--- config.mk ---
export PLATFORM = sky130hd
export DESIGN_NAME = maze_map_store
export DESIGN_NICKNAME = d
export VERILOG_FILES = /design/src/rtl/maze_map_store_pkg.sv /design/src/rtl/maze_map_store_cell_table.sv /design/src/rtl/maze_map_store.sv
export SDC_FILE = /design/constraint.sdc
export NUM_CORES = 1
export LEC_CHECK = 0
export ABC_AREA = 1
export CAP_MARGIN = 40
export CORE_UTILIZATION = 45
export CTS_CLUSTER_SIZE = 14
export DETAILED_ROUTE_END_ITERATION = 8
export HOLD_SLACK_MARGIN = 0.06
export PLACE_DENSITY = 0.61
export SLEW_MARGIN = 20
export SYNTH_ARGS = -nofsm -noshare
export SYNTH_HDL_FRONTEND = slang
export SYNTH_SLANG_ARGS = --single-unit
export TNS_END_PERCENT = 5
--- constraint.sdc ---
create_clock -name CLOCK -period 6.2 [get_ports CLOCK]
set_input_delay 1.24 -clock CLOCK [delete_from_list [all_inputs] [get_ports CLOCK]]
set_output_delay 1.24 -clock CLOCK [all_outputs]
set_load 0.01 [all_outputs]
--- src/rtl/maze_map_store_pkg.sv ---
// Shared maze definitions used by the map store, the radio receiver and the VGA mux.
// Contents: cell state codes, packet field positions, wall bit order, default grid size.
package maze_defs;

   // Cell state codes carried in packets and stored in the table
   typedef enum logic [2:0] {
      ST_UNVISITED = 3'd0,
      ST_VISITED   = 3'd1,
      ST_WALL      = 3'd2,
      ST_TR7       = 3'd3,
      ST_TR12      = 3'd4,
      ST_TR17      = 3'd5,
      ST_CURRENT   = 3'd6,
      ST_ILLEGAL   = 3'd7
   } cell_state_e;

   // Map store control states
   typedef enum logic [1:0] {
      S_IDLE   = 2'd0,
      S_DEMOTE = 2'd1,
      S_CLEAR  = 2'd2
   } fsm_state_e;

   // Packet layout: [15:14]=x, [13:11]=y, [10:8]=state, [7:4]=walls, [3:0] reserved
   localparam int PKT_X_LSB    = 14;
   localparam int PKT_Y_LSB    = 11;
   localparam int PKT_ST_LSB   = 8;
   localparam int PKT_WALL_LSB = 4;

   // Wall bit order within the 4-bit walls field: {N,S,E,W}
   localparam int WALL_N = 3;
   localparam int WALL_S = 2;
   localparam int WALL_E = 1;
   localparam int WALL_W = 0;

   // Default grid geometry
   localparam int GRID_W_DEF = 4;
   localparam int GRID_H_DEF = 5;
   localparam int X_BITS_DEF = 2;
   localparam int Y_BITS_DEF = 3;
   localparam int ERR_W_DEF  = 8;

endpackage

--- src/rtl/maze_map_store_cell_table.sv ---
// maze_cell_table: GRID_W x GRID_H register array of {state[2:0], walls[3:0]}.
// Ports:
//   i_clk, i_rst_n          clock, asynchronous active-low reset (clears every cell)
//   i_we, i_wr_idx          single write port, linear index y*GRID_W+x
//   i_wr_state, i_wr_walls  write data
//   i_wr_keep_walls         write only the state field, leave walls untouched
//   o_wr_old_state          combinational state of the cell at i_wr_idx (pre-write)
//   i_rd_x, i_rd_y          renderer read address
//   o_rd_state/walls/oor    registered read data, 1-cycle latency
module maze_cell_table
   import maze_defs::*;
#(
   parameter int GRID_W = GRID_W_DEF,
   parameter int GRID_H = GRID_H_DEF,
   parameter int X_BITS = X_BITS_DEF,
   parameter int Y_BITS = Y_BITS_DEF,
   parameter int CELLS  = GRID_W * GRID_H,
   parameter int IDX_W  = $clog2(CELLS)
) (
   input  logic              i_clk,
   input  logic              i_rst_n,
   input  logic              i_we,
   input  logic [IDX_W-1:0]  i_wr_idx,
   input  logic [2:0]        i_wr_state,
   input  logic [3:0]        i_wr_walls,
   input  logic              i_wr_keep_walls,
   output logic [2:0]        o_wr_old_state,
   input  logic [X_BITS-1:0] i_rd_x,
   input  logic [Y_BITS-1:0] i_rd_y,
   output logic [2:0]        o_rd_state,
   output logic [3:0]        o_rd_walls,
   output logic              o_rd_oor
);

   logic [2:0] r_state [CELLS];
   logic [3:0] r_walls [CELLS];
   logic [2:0] r_rd_state;
   logic [3:0] r_rd_walls;
   logic       r_rd_oor;

   logic       w_rd_oor;
   logic [IDX_W-1:0] w_rd_idx;

   assign w_rd_oor = (32'(i_rd_x) >= GRID_W) || (32'(i_rd_y) >= GRID_H);
   assign w_rd_idx = IDX_W'(32'(i_rd_y) * GRID_W + 32'(i_rd_x));

   assign o_wr_old_state = r_state[i_wr_idx];

   always_ff @(posedge i_clk or negedge i_rst_n) begin
      if (!i_rst_n) begin
         for (int unsigned i = 0; i < CELLS; i++) begin
            r_state[i] <= '0;
            r_walls[i] <= '0;
         end
      end else if (i_we) begin
         r_state[i_wr_idx] <= i_wr_state;
         if (!i_wr_keep_walls) begin
            r_walls[i_wr_idx] <= i_wr_walls;
         end
      end
   end

   // Read samples the array before this edge's write lands (pre-write data)
   always_ff @(posedge i_clk or negedge i_rst_n) begin
      if (!i_rst_n) begin
         r_rd_state <= '0;
         r_rd_walls <= '0;
         r_rd_oor   <= 1'b0;
      end else begin
         r_rd_oor <= w_rd_oor;
         if (w_rd_oor) begin
            r_rd_state <= '0;
            r_rd_walls <= '0;
         end else begin
            r_rd_state <= r_state[w_rd_idx];
            r_rd_walls <= r_walls[w_rd_idx];
         end
      end
   end

   assign o_rd_state = r_rd_state;
   assign o_rd_walls = r_rd_walls;
   assign o_rd_oor   = r_rd_oor;

endmodule

--- src/rtl/maze_map_store.sv ---
// maze_map_store: validates radio maze packets, writes them into the cell table,
// tracks the single current cell, counts explored cells and dropped packets,
// and serves a registered read port to the renderer.
// Ports:
//   CLOCK, RESET_N            clock, asynchronous active-low reset
//   PKT_DATA, PKT_VALID       packet word and valid; PKT_READY high only in IDLE
//   CLEAR                     one-cycle wipe request (wins over a packet)
//   RD_X, RD_Y                read address; RD_STATE/RD_WALLS/RD_OOR one cycle later
//   CUR_X, CUR_Y, CUR_VALID   current robot cell
//   VISIT_CNT, MAP_DONE       explored-cell count and full-map flag
//   ERR_CNT                   saturating dropped-packet count
//   BUSY                      control not in IDLE
module maze_map_store
   import maze_defs::*;
#(
   parameter int GRID_W = GRID_W_DEF,
   parameter int GRID_H = GRID_H_DEF,
   parameter int X_BITS = X_BITS_DEF,
   parameter int Y_BITS = Y_BITS_DEF,
   parameter int ERR_W  = ERR_W_DEF
) (
   input  logic              CLOCK,
   input  logic              RESET_N,
   input  logic [15:0]       PKT_DATA,
   input  logic              PKT_VALID,
   output logic              PKT_READY,
   input  logic              CLEAR,
   input  logic [X_BITS-1:0] RD_X,
   input  logic [Y_BITS-1:0] RD_Y,
   output logic [2:0]        RD_STATE,
   output logic [3:0]        RD_WALLS,
   output logic              RD_OOR,
   output logic [X_BITS-1:0] CUR_X,
   output logic [Y_BITS-1:0] CUR_Y,
   output logic              CUR_VALID,
   output logic [4:0]        VISIT_CNT,
   output logic              MAP_DONE,
   output logic [ERR_W-1:0]  ERR_CNT,
   output logic              BUSY
);

   localparam int CELLS = GRID_W * GRID_H;
   localparam int IDX_W = $clog2(CELLS);

   fsm_state_e        r_state;
   fsm_state_e        w_next;

   logic [X_BITS-1:0] r_cur_x;
   logic [Y_BITS-1:0] r_cur_y;
   logic              r_cur_valid;
   logic [IDX_W-1:0]  r_demote_idx;
   logic [IDX_W-1:0]  r_clr_idx;
   logic [4:0]        r_visit;
   logic [ERR_W-1:0]  r_err;

   logic [X_BITS-1:0] w_pkt_x;
   logic [Y_BITS-1:0] w_pkt_y;
   logic [2:0]        w_pkt_st;
   logic [3:0]        w_pkt_walls;
   logic [IDX_W-1:0]  w_pkt_idx;
   logic [IDX_W-1:0]  w_cur_idx;
   logic              w_legal;
   logic              w_ready;
   logic              w_accept;
   logic              w_good;
   logic              w_bad;
   logic              w_same;
   logic              w_is_cur;

   logic              w_we;
   logic [IDX_W-1:0]  w_wr_idx;
   logic [2:0]        w_wr_state;
   logic [3:0]        w_wr_walls;
   logic              w_keep_walls;
   logic [2:0]        w_old_state;
   logic              w_unused;

   assign w_pkt_x     = PKT_DATA[PKT_X_LSB +: X_BITS];
   assign w_pkt_y     = PKT_DATA[PKT_Y_LSB +: Y_BITS];
   assign w_pkt_st    = PKT_DATA[PKT_ST_LSB +: 3];
   assign w_pkt_walls = PKT_DATA[PKT_WALL_LSB +: 4];
   assign w_unused    = ^PKT_DATA[3:0];

   assign w_pkt_idx = IDX_W'(32'(w_pkt_y) * GRID_W + 32'(w_pkt_x));
   assign w_cur_idx = IDX_W'(32'(r_cur_y) * GRID_W + 32'(r_cur_x));

   assign w_legal  = (32'(w_pkt_x) < GRID_W) && (32'(w_pkt_y) < GRID_H) &&
                     (w_pkt_st != ST_ILLEGAL);
   assign w_ready  = (r_state == S_IDLE);
   assign w_accept = PKT_VALID & w_ready & ~CLEAR;
   assign w_good   = w_accept & w_legal;
   assign w_bad    = w_accept & ~w_legal;
   assign w_same   = (w_pkt_x == r_cur_x) && (w_pkt_y == r_cur_y);
   assign w_is_cur = (w_pkt_st == ST_CURRENT);

   always_ff @(posedge CLOCK or negedge RESET_N) begin
      if (!RESET_N) r_state <= S_IDLE;
      else          r_state <= w_next;
   end

   always_comb begin
      w_next       = r_state;
      w_we         = 1'b0;
      w_wr_idx     = '0;
      w_wr_state   = '0;
      w_wr_walls   = '0;
      w_keep_walls = 1'b0;
      unique case (r_state)
         S_IDLE: begin
            if (w_good) begin
               w_we       = 1'b1;
               w_wr_idx   = w_pkt_idx;
               w_wr_state = w_pkt_st;
               w_wr_walls = w_pkt_walls;
               if (w_is_cur && r_cur_valid && !w_same) w_next = S_DEMOTE;
            end
         end
         S_DEMOTE: begin
            w_we         = 1'b1;
            w_wr_idx     = r_demote_idx;
            w_wr_state   = ST_VISITED;
            w_keep_walls = 1'b1;
            w_next       = S_IDLE;
         end
         S_CLEAR: begin
            w_we     = 1'b1;
            w_wr_idx = r_clr_idx;
            if (r_clr_idx == IDX_W'(CELLS - 1)) w_next = S_IDLE;
         end
         default: w_next = S_IDLE;
      endcase
      // A wipe request overrides everything, including a walk already in progress
      if (CLEAR) begin
         w_we   = 1'b0;
         w_next = S_CLEAR;
      end
   end

   always_ff @(posedge CLOCK or negedge RESET_N) begin
      if (!RESET_N) begin
         r_cur_x      <= '0;
         r_cur_y      <= '0;
         r_cur_valid  <= 1'b0;
         r_demote_idx <= '0;
         r_clr_idx    <= '0;
         r_visit      <= '0;
         r_err        <= '0;
      end else begin
         if (w_bad && (r_err != '1)) r_err <= r_err + 1'b1;

         if (CLEAR) begin
            r_clr_idx   <= '0;
            r_cur_valid <= 1'b0;
            r_visit     <= '0;
         end else begin
            if (r_state == S_CLEAR) r_clr_idx <= r_clr_idx + 1'b1;

            // Only packet writes move the count; demote and wipe writes never do
            if (w_we && (r_state == S_IDLE)) begin
               if ((w_old_state == ST_UNVISITED) && (w_wr_state != ST_UNVISITED) &&
                   (r_visit < 5'(CELLS)))
                  r_visit <= r_visit + 1'b1;
               else if ((w_old_state != ST_UNVISITED) && (w_wr_state == ST_UNVISITED) &&
                        (r_visit != '0))
                  r_visit <= r_visit - 1'b1;
            end

            if (w_good) begin
               if (w_is_cur) begin
                  if (!r_cur_valid) begin
                     r_cur_x     <= w_pkt_x;
                     r_cur_y     <= w_pkt_y;
                     r_cur_valid <= 1'b1;
                  end else if (!w_same) begin
                     r_demote_idx <= w_cur_idx;
                     r_cur_x      <= w_pkt_x;
                     r_cur_y      <= w_pkt_y;
                  end
               end else if (r_cur_valid && w_same) begin
                  r_cur_valid <= 1'b0;
               end
            end
         end
      end
   end

   maze_cell_table #(
      .GRID_W (GRID_W),
      .GRID_H (GRID_H),
      .X_BITS (X_BITS),
      .Y_BITS (Y_BITS)
   ) u_table (
      .i_clk           (CLOCK),
      .i_rst_n         (RESET_N),
      .i_we            (w_we),
      .i_wr_idx        (w_wr_idx),
      .i_wr_state      (w_wr_state),
      .i_wr_walls      (w_wr_walls),
      .i_wr_keep_walls (w_keep_walls),
      .o_wr_old_state  (w_old_state),
      .i_rd_x          (RD_X),
      .i_rd_y          (RD_Y),
      .o_rd_state      (RD_STATE),
      .o_rd_walls      (RD_WALLS),
      .o_rd_oor        (RD_OOR)
   );

   assign PKT_READY = w_ready;
   assign BUSY      = (r_state != S_IDLE);
   assign CUR_X     = r_cur_x;
   assign CUR_Y     = r_cur_y;
   assign CUR_VALID = r_cur_valid;
   assign VISIT_CNT = r_visit;
   assign MAP_DONE  = (r_visit == 5'(CELLS));
   assign ERR_CNT   = r_err;

endmodule

; ---- After elaboration in Yosys (flattened, before gate mapping)
; Index checks and enable logic that the tools add are counted.
; Widths: inputs -> output; s select.
[word_totals]
reg_bits = 179
elab_cells = 165
[classes]
n_bitwise = 10
n_mux = 46
n_addsub = 7
n_eq_ne = 13
n_reduce_logical = 32
magnitude_cmp = 6
[ops]
columns = op, count
row1 = $bwmux 80, 1
row2 = $bwmux 60, 1
row3 = $mux 5, 7
row4 = $bmux 3 s5, 2
row5 = $mux 3, 9
row6 = $mux 4, 6
row7 = $bmux 4 s5, 1
row8 = $demux 4 s5, 1
row9 = $add 5x2->5, 3
row10 = $demux 3 s5, 1
row11 = $pmux 5 s3, 1
row12 = $ge 6x6->1 const B, 2
row13 = $logic_and 1x1->1, 12
row14 = $mux 2, 6
row15 = $not 5->6, 2
row16 = $reduce_bool 3->1, 4
row17 = $add 5x1->5 const B, 2
row18 = $eq 5x5->1 const B, 2
row19 = $add 8x1->8 const B, 1
row20 = $ne 8x8->1 const B, 1
row21 = $reduce_bool 2->1, 4
row22 = $mux 1, 7
row23 = $logic_not 3->1, 2
row24 = $lt 6x1->1 const B, 1
row25 = 25 further kinds, 35

; ---- Longest topological paths before layout
[logic_depth]
depth_word = 17
depth_mapped = 27

; ---- Hierarchy
; From an unflattened synthesis, not the netlist that was laid out.
[hier_totals]
cells_unflattened = 1268
area_unflattened_um2 = 9843.2
[by_module_without_submodules]
columns = module, cells_each, n_inst, area_each_um2
row1 = maze_cell_table, 1034, 1, 7898.8
row2 = maze_map_store, 234, 1, 1944.4

; ---- Worst setup path before layout
; OpenSTA, ideal clock, no wires.
[synth_timing]
path_type = input -> register
from = in PKT_VALID
to = reg r_visit[4], in the netlist VISIT_CNT[4]
setup_ns = 0.119
path_stages = 20
t_arrival_ns = 3.484
path_buffers = 0
t_required_ns = 6.081
path_slack_ns = 2.598
cell_sequence = nand2_1 -> nor2_4 -> nand3_4 -> o21ai_4 -> nand2_2 -> clkinv_1 -> nand2_2 -> nor2_1 -> nand2_1 -> nand2_1 -> nor2_1 -> nand2_1 -> nand4_4 -> fa_1 -> nand3_1 -> nand2_1 -> xor2_1 -> nand4_1 -> nand2_1 -> o21ai_2
[synth_via]
elab_chain_cells = 15
[synth_rtl]
columns = element, line
row1 = start: declaration, maze_map_store.sv:25  ; input logic PKT_VALID,
row2 = $and 1x1->1 * (2 in a row), maze_map_store.sv:90  ; assign w_accept = PKT_VALID & w_ready & ~CLEAR;
row3 = $and 1x1->1 *, maze_map_store.sv:91  ; assign w_good = w_accept & w_legal;
row4 = $mux 5, maze_map_store.sv:110  ; if (w_good) begin
row5 = $pmux 5 s3, maze_map_store.sv:108  ; unique case (r_state)
row6 = $not 5->6 (implied by the code), maze_map_store_cell_table.sv:47  ; assign o_wr_old_state = r_state[i_wr_idx];
row7 = $bmux 3 s5, maze_map_store_cell_table.sv:47
row8 = $mux 3 (implied by the code) (2 in a row), maze_map_store_cell_table.sv:47
row9 = $logic_not 3->1, maze_map_store.sv:160  ; if ((w_old_state == ST_UNVISITED) && (w_wr_state != ST_UNVISITED) &&
row10 = $logic_and 1x1->1 (2 in a row), maze_map_store.sv:160
row11 = $mux 5, maze_map_store.sv:160
row12 = $mux 5, maze_map_store.sv:159  ; if (w_we && (r_state == S_IDLE)) begin
row13 = $mux 5, maze_map_store.sv:151  ; if (CLEAR) begin
row14 = end signal: assignment, maze_map_store.sv:162  ; r_visit <= r_visit + 1'b1;
row15 = end signal: assignment, maze_map_store.sv:165  ; r_visit <= r_visit - 1'b1;
row16 = end: declaration, maze_map_store.sv:53  ; logic [4:0] r_visit;
; Mark *: on every way between the ends. The rest lies on a longest branch, timed or not. The select of a mux whose other input is x is not followed.
; A chain may end at the register's enable or synchronous reset.

; ---- Worst setup path in the final report
[layout_timing]
from = in CLEAR
to = reg r_visit[4], in the netlist VISIT_CNT[4]
[layout_via]
elab_chain_cells = 15
[layout_rtl]
columns = element, line
row1 = start: declaration, maze_map_store.sv:27  ; input logic CLEAR,
row2 = $not 1->1 (no source line), --
row3 = $and 1x1->1, maze_map_store.sv:90
row4 = $and 1x1->1, maze_map_store.sv:91
row5 = $mux 5, maze_map_store.sv:110
row6 = $pmux 5 s3, maze_map_store.sv:108
row7 = $not 5->6 (implied by the code), maze_map_store_cell_table.sv:47
row8 = $bmux 3 s5, maze_map_store_cell_table.sv:47
row9 = $mux 3 (implied by the code) (2 in a row), maze_map_store_cell_table.sv:47
row10 = $logic_not 3->1, maze_map_store.sv:160
row11 = $logic_and 1x1->1 (2 in a row), maze_map_store.sv:160
row12 = $mux 5, maze_map_store.sv:160
row13 = $mux 5, maze_map_store.sv:159
row14 = $mux 5, maze_map_store.sv:151
; Parallel ways exist; a longest one is shown, timed or not. The select of a mux whose other input is x is not followed.

==> impl_results.md <==
* Run status: finished clean
* TritonRoute pass-1 iters at 5
* Initial Util at around 46%
* Master of the slowest instance on the critical path: sky130_fd_sc_hd__clkdlybuf4s50_1
* Worst vdd rail ir drop at 0.185 mV
* Layout filler cell count at 1982
* Critical path, cell by cell: clkdlybuf4s50_1 -> nor2_4 -> nand4_2 -> nand2_2 -> nand2_2 -> nand2_1 -> nand2_1 -> nand2_1 -> nand2_1 -> nand2_1 -> nand3_1 -> nor2_4 -> nand4_4 -> fa_1 -> nand3_1 -> nand2_1 -> xor2_1 -> inv_1 -> nand2_1 -> nand2_1 -> o21ai_2
* Setup repair after global routing missed its margin: no
* Number of unique standard cell types used by synthesis at 44
* Hold Path Class: reg2reg
* Max Root-Sink Buffers at 2
* Cell count after placement at ~1500
* Clock tree from TritonCTS: done
* Fraction of synthesized area in multiplexers at less than 1%
* Yosys reg bits at about 180
* Worst max-slew margin expressed relative to the limit at 48.9%
* Area Overhead vs Synth at 14.7%
* Avg Inst Size Synth at 7.88 um^2
* Ratio of cells with drive above 1 in the final layout at 7.95%
* Die Span X at 146 um
* Number of standard cells after synthesis at 1177
* GRT Util Overall at 24.9%
* Total number of nets in the final design at 1243
* Post-synthesis async set-or-reset flop share at 100%
* Reg clk slew, reported paths at 70 ps
* Critical path arrival at 4820 ps
* Final setup fails at 0
* H-tree Lvls at 4
* Simple-gate area share of the yosys netlist at 23.6%
* Timing-limited maximum frequency at 0.225 GHz
* Final period utilization at 71.8%
* Number of buffer and inverter stages on the critical path at 2
* Largest family of logic cells by synthesized area: simple AND/OR/NAND/NOR gates
* Tot Pwr at 2970 uW
* Data required time of the critical path at 6570 ps
* Category of the worst setup path capture point: flip-flop
* Longest individual stage delay on the worst path at 560 ps
* Number of synthesized flops with an enable pin at 0
* # port buffers at 50
* Clock Skew at 11.6 ps
* Max Cap Viol at 0
* Leakage power total at between 0.004 and 0.005 uW
* Buffers inserted by post-CTS timing repair at 0
* Transition time at the pin with the least slew margin at 761 ps
* Number of buffers inserted during clock tree synthesis at 17
* Xor and xnor area share after synthesis at under 10%
* Detailed placement HPWL at 16500 um
* Die height at 146 um
* WL per Instance at 16.8 um
* Hold Violations, Final at 0
* Final weighted congestion in routability-driven placement at 0.827
* Number of cell rows at 52
* Most common cell type on the critical path: sky130_fd_sc_hd__nand2_1
* Initial antenna violation count at 0
* Number of global-route vias before repair at 7873
* Clock Latency Late Sink at 450 ps
* Synthesized Nets at around 1200
* Detailed-route via count at 8089
* Top-level I/O count at 55
* Count of pins over their slew limit at 0
* Number of sinks on the clock net at 179
* Area of the die at 21200 um^2
* Master cell of the clock root buffer: sky130_fd_sc_hd__clkbuf_16
* Main synth FF type: sky130_fd_sc_hd__dfrtp_1
* DR DRC count at 0
* Cell family with the largest share of critical-path delay: simple AND/OR/NAND/NOR gates
* Proportion of synthesized chip area in sequential cells at 48.3%
* Largest net degree at the start of global routing at 93
* Final Routed Wirelength at roughly 25000 um
* Cts-stage hold buffer count at 0
* Power density relative to cell area at 279 nW/um^2
* WS Path Type: in2reg
* Setup TNS Final at 0 ps
* Critical path launch point type: input port
* Total congestion overflow after global routing at 0
* Ys Warns at 0
* Antenna violation net count after detailed routing at 0
* Fraction of the mapped netlist area in adder cells at 1.56%
* Total core area at a little over 20000 um^2
* Share of the synthesized area in compound gates (AO/OA/AOI/OAI) at 18.8%
* Minimum hold slack at roughly 480 ps
* Fraction of the core area covered by cells at the end of the flow at 52.6%
* Via count normalized by instance count at 5.43
* Peak fanout along the critical path at 30
* Number of gates resized after cts at 0
* Antenna fix cells at 0
* Shortest clock period the worst path allows after layout at 4450 ps
* Global-route wire length before repair at 41600 um
* Mapped cell area at 9280 um^2
* Count of routing violations after the opening detailed-route iteration at 610
* Post-route insts no fill at approximately 1500
[state kept, by name, summed over array words and instances (netlist names)]
register,count
r_demote_idx,5
u_table.r_state,60
VISIT_CNT,5
CUR_X,2
ERR_CNT,8
r_clr_idx,5
u_table.o_rd_state,3
u_table.o_rd_oor,1
r_state,2
u_table.r_walls,80
CUR_Y,3
CUR_VALID,1
u_table.o_rd_walls,4
[layout make-up]
cell class	count	area [um^2]	share of cell area, %
Inverter	98	368	3.46
Tap cell	270	338	3.17
Clock buffer	17	425	4.00
Clock inverter	15	214	2.01
Sequential cell	179	4480	42.1
Multi-Input combinational cell	850	4200	39.5
Timing Repair Buffer	61	612	5.75
[metrics by stage]
stage / setup slack (ps) / area [um^2]
after floorplan: 2600 / 9280
after global placement: 1340 / 9970
after detailed placement: 1290 / 9970
after CTS: 1730 / 10600
after global routing: 1480 / 10600
final: 1750 / 10600
[cell usage after synthesis (all sizes together), types with 5 or more instances]
cell / n / share of area (%)
a21oi: 22 / 1.2
a221oi: 8 / 0.76
a22oi: 6 / 0.49
buf: 12 / 0.89
clkbuf: 38 / 1.5
dfrtp: 179 / 48
ha: 10 / 1.3
inv: 95 / 3.8
nand2: 324 / 13
nand3: 50 / 3.0
nand4: 11 / 0.97
nor2: 111 / 5.1
nor3: 9 / 0.61
o211ai: 6 / 0.49
o21ai: 237 / 13
o221ai: 5 / 0.47
o22ai: 24 / 1.6
xnor2: 7 / 0.66
[cell usage in the layout, fill, tap and decap left out, types with 6 or more instances in the layout]
cell type and n:
sky130_fd_sc_hd__clkbuf_16 17, sky130_fd_sc_hd__a21oi_1 22, sky130_fd_sc_hd__dfrtp_1 179, sky130_fd_sc_hd__ha_1 10, sky130_fd_sc_hd__nand4_1 9, sky130_fd_sc_hd__inv_8 6, sky130_fd_sc_hd__xnor2_1 7, sky130_fd_sc_hd__o21ai_1 17
sky130_fd_sc_hd__clkdlybuf4s50_1 48, sky130_fd_sc_hd__o21ai_2 6, sky130_fd_sc_hd__nor2_1 97, sky130_fd_sc_hd__buf_4 9, sky130_fd_sc_hd__a22oi_1 6, sky130_fd_sc_hd__a221oi_1 8, sky130_fd_sc_hd__o22ai_1 24, sky130_fd_sc_hd__nor3_1 8
sky130_fd_sc_hd__inv_2 7, sky130_fd_sc_hd__nand2_2 10, sky130_fd_sc_hd__nor2_2 9, sky130_fd_sc_hd__o211ai_1 6, sky130_fd_sc_hd__nand3_1 48, sky130_fd_sc_hd__o21ai_0 212, sky130_fd_sc_hd__nand2_1 313, sky130_fd_sc_hd__inv_1 87
[power by group]
part	total [uW]	internal (uW)	switching, uW
clock network	1190	657	529
logic	507	176	331
registers	1280	1230	46.9
[cell families after synthesis]
| family | Yosys count |
|---|---|
| AND/OR/NAND/NOR | 511 |
| AO/OA/AOI/OAI | 314 |
| flip-flops | 179 |
| buffers and inverters | 148 |
| XOR/XNOR | 11 |
| adder cells (fa/ha/maj) | 11 |
| multiplexers | 3 |
[worst reg2reg max path, stage by stage, from the launching register on]
cell                      delay, ps
sky130_fd_sc_hd__dfrtp_1        400
sky130_fd_sc_hd__inv_1          100
sky130_fd_sc_hd__ha_1           210
sky130_fd_sc_hd__nand2_1        100
sky130_fd_sc_hd__nor2_4         180
sky130_fd_sc_hd__nand4_2        170
sky130_fd_sc_hd__nand2_2        110
sky130_fd_sc_hd__nand2_2        380
sky130_fd_sc_hd__nand2_1        190
sky130_fd_sc_hd__nand2_1         70
sky130_fd_sc_hd__nand2_1         60
sky130_fd_sc_hd__nand2_1         70
sky130_fd_sc_hd__nand2_1         90
sky130_fd_sc_hd__nand3_1        150
sky130_fd_sc_hd__nor2_4         170
sky130_fd_sc_hd__nand4_4        180
sky130_fd_sc_hd__fa_1           450
sky130_fd_sc_hd__nand3_1        100
sky130_fd_sc_hd__nand2_1         60
sky130_fd_sc_hd__xor2_1         190
sky130_fd_sc_hd__inv_1           70
sky130_fd_sc_hd__nand2_1         70
sky130_fd_sc_hd__nand2_1         70
sky130_fd_sc_hd__o21ai_2        120
[metal layers]
metal / GRT usage, % / routed length [um] / part of all wire, %
met1: 33.9 / 11600 / 46
met2: 40.0 / 11600 / 47
met3: 4.45 / 1270 / 5.1
met4: 8.47 / 500 / 2.0
met5: 0 / 0 / 0
[worst paths after layout]
path | slack (ps) | endpoint | cells past startpoint | startpoint
max | 1750 | VISIT_CNT[4]$_DFFE_PN0P_ | 21 | CLEAR
min | 480 | u_table.r_walls[43]$_DFFE_PN0P_ | 2 | u_table.r_walls[43]$_DFFE_PN0P_
max reg2reg | 2400 | VISIT_CNT[4]$_DFFE_PN0P_ | 23 | r_state[0]$_DFFE_PN0P_
min reg2reg | 480 | u_table.r_walls[43]$_DFFE_PN0P_ | 2 | u_table.r_walls[43]$_DFFE_PN0P_
max in group asynchronous | 4770 | u_table.r_state[9]$_DFFE_PN0P_ | 2 | RESET_N
min in group asynchronous | 640 | ERR_CNT[2]$_DFFE_PN0P_ | 1 | RESET_N
(Power assumes the default switching activity.)
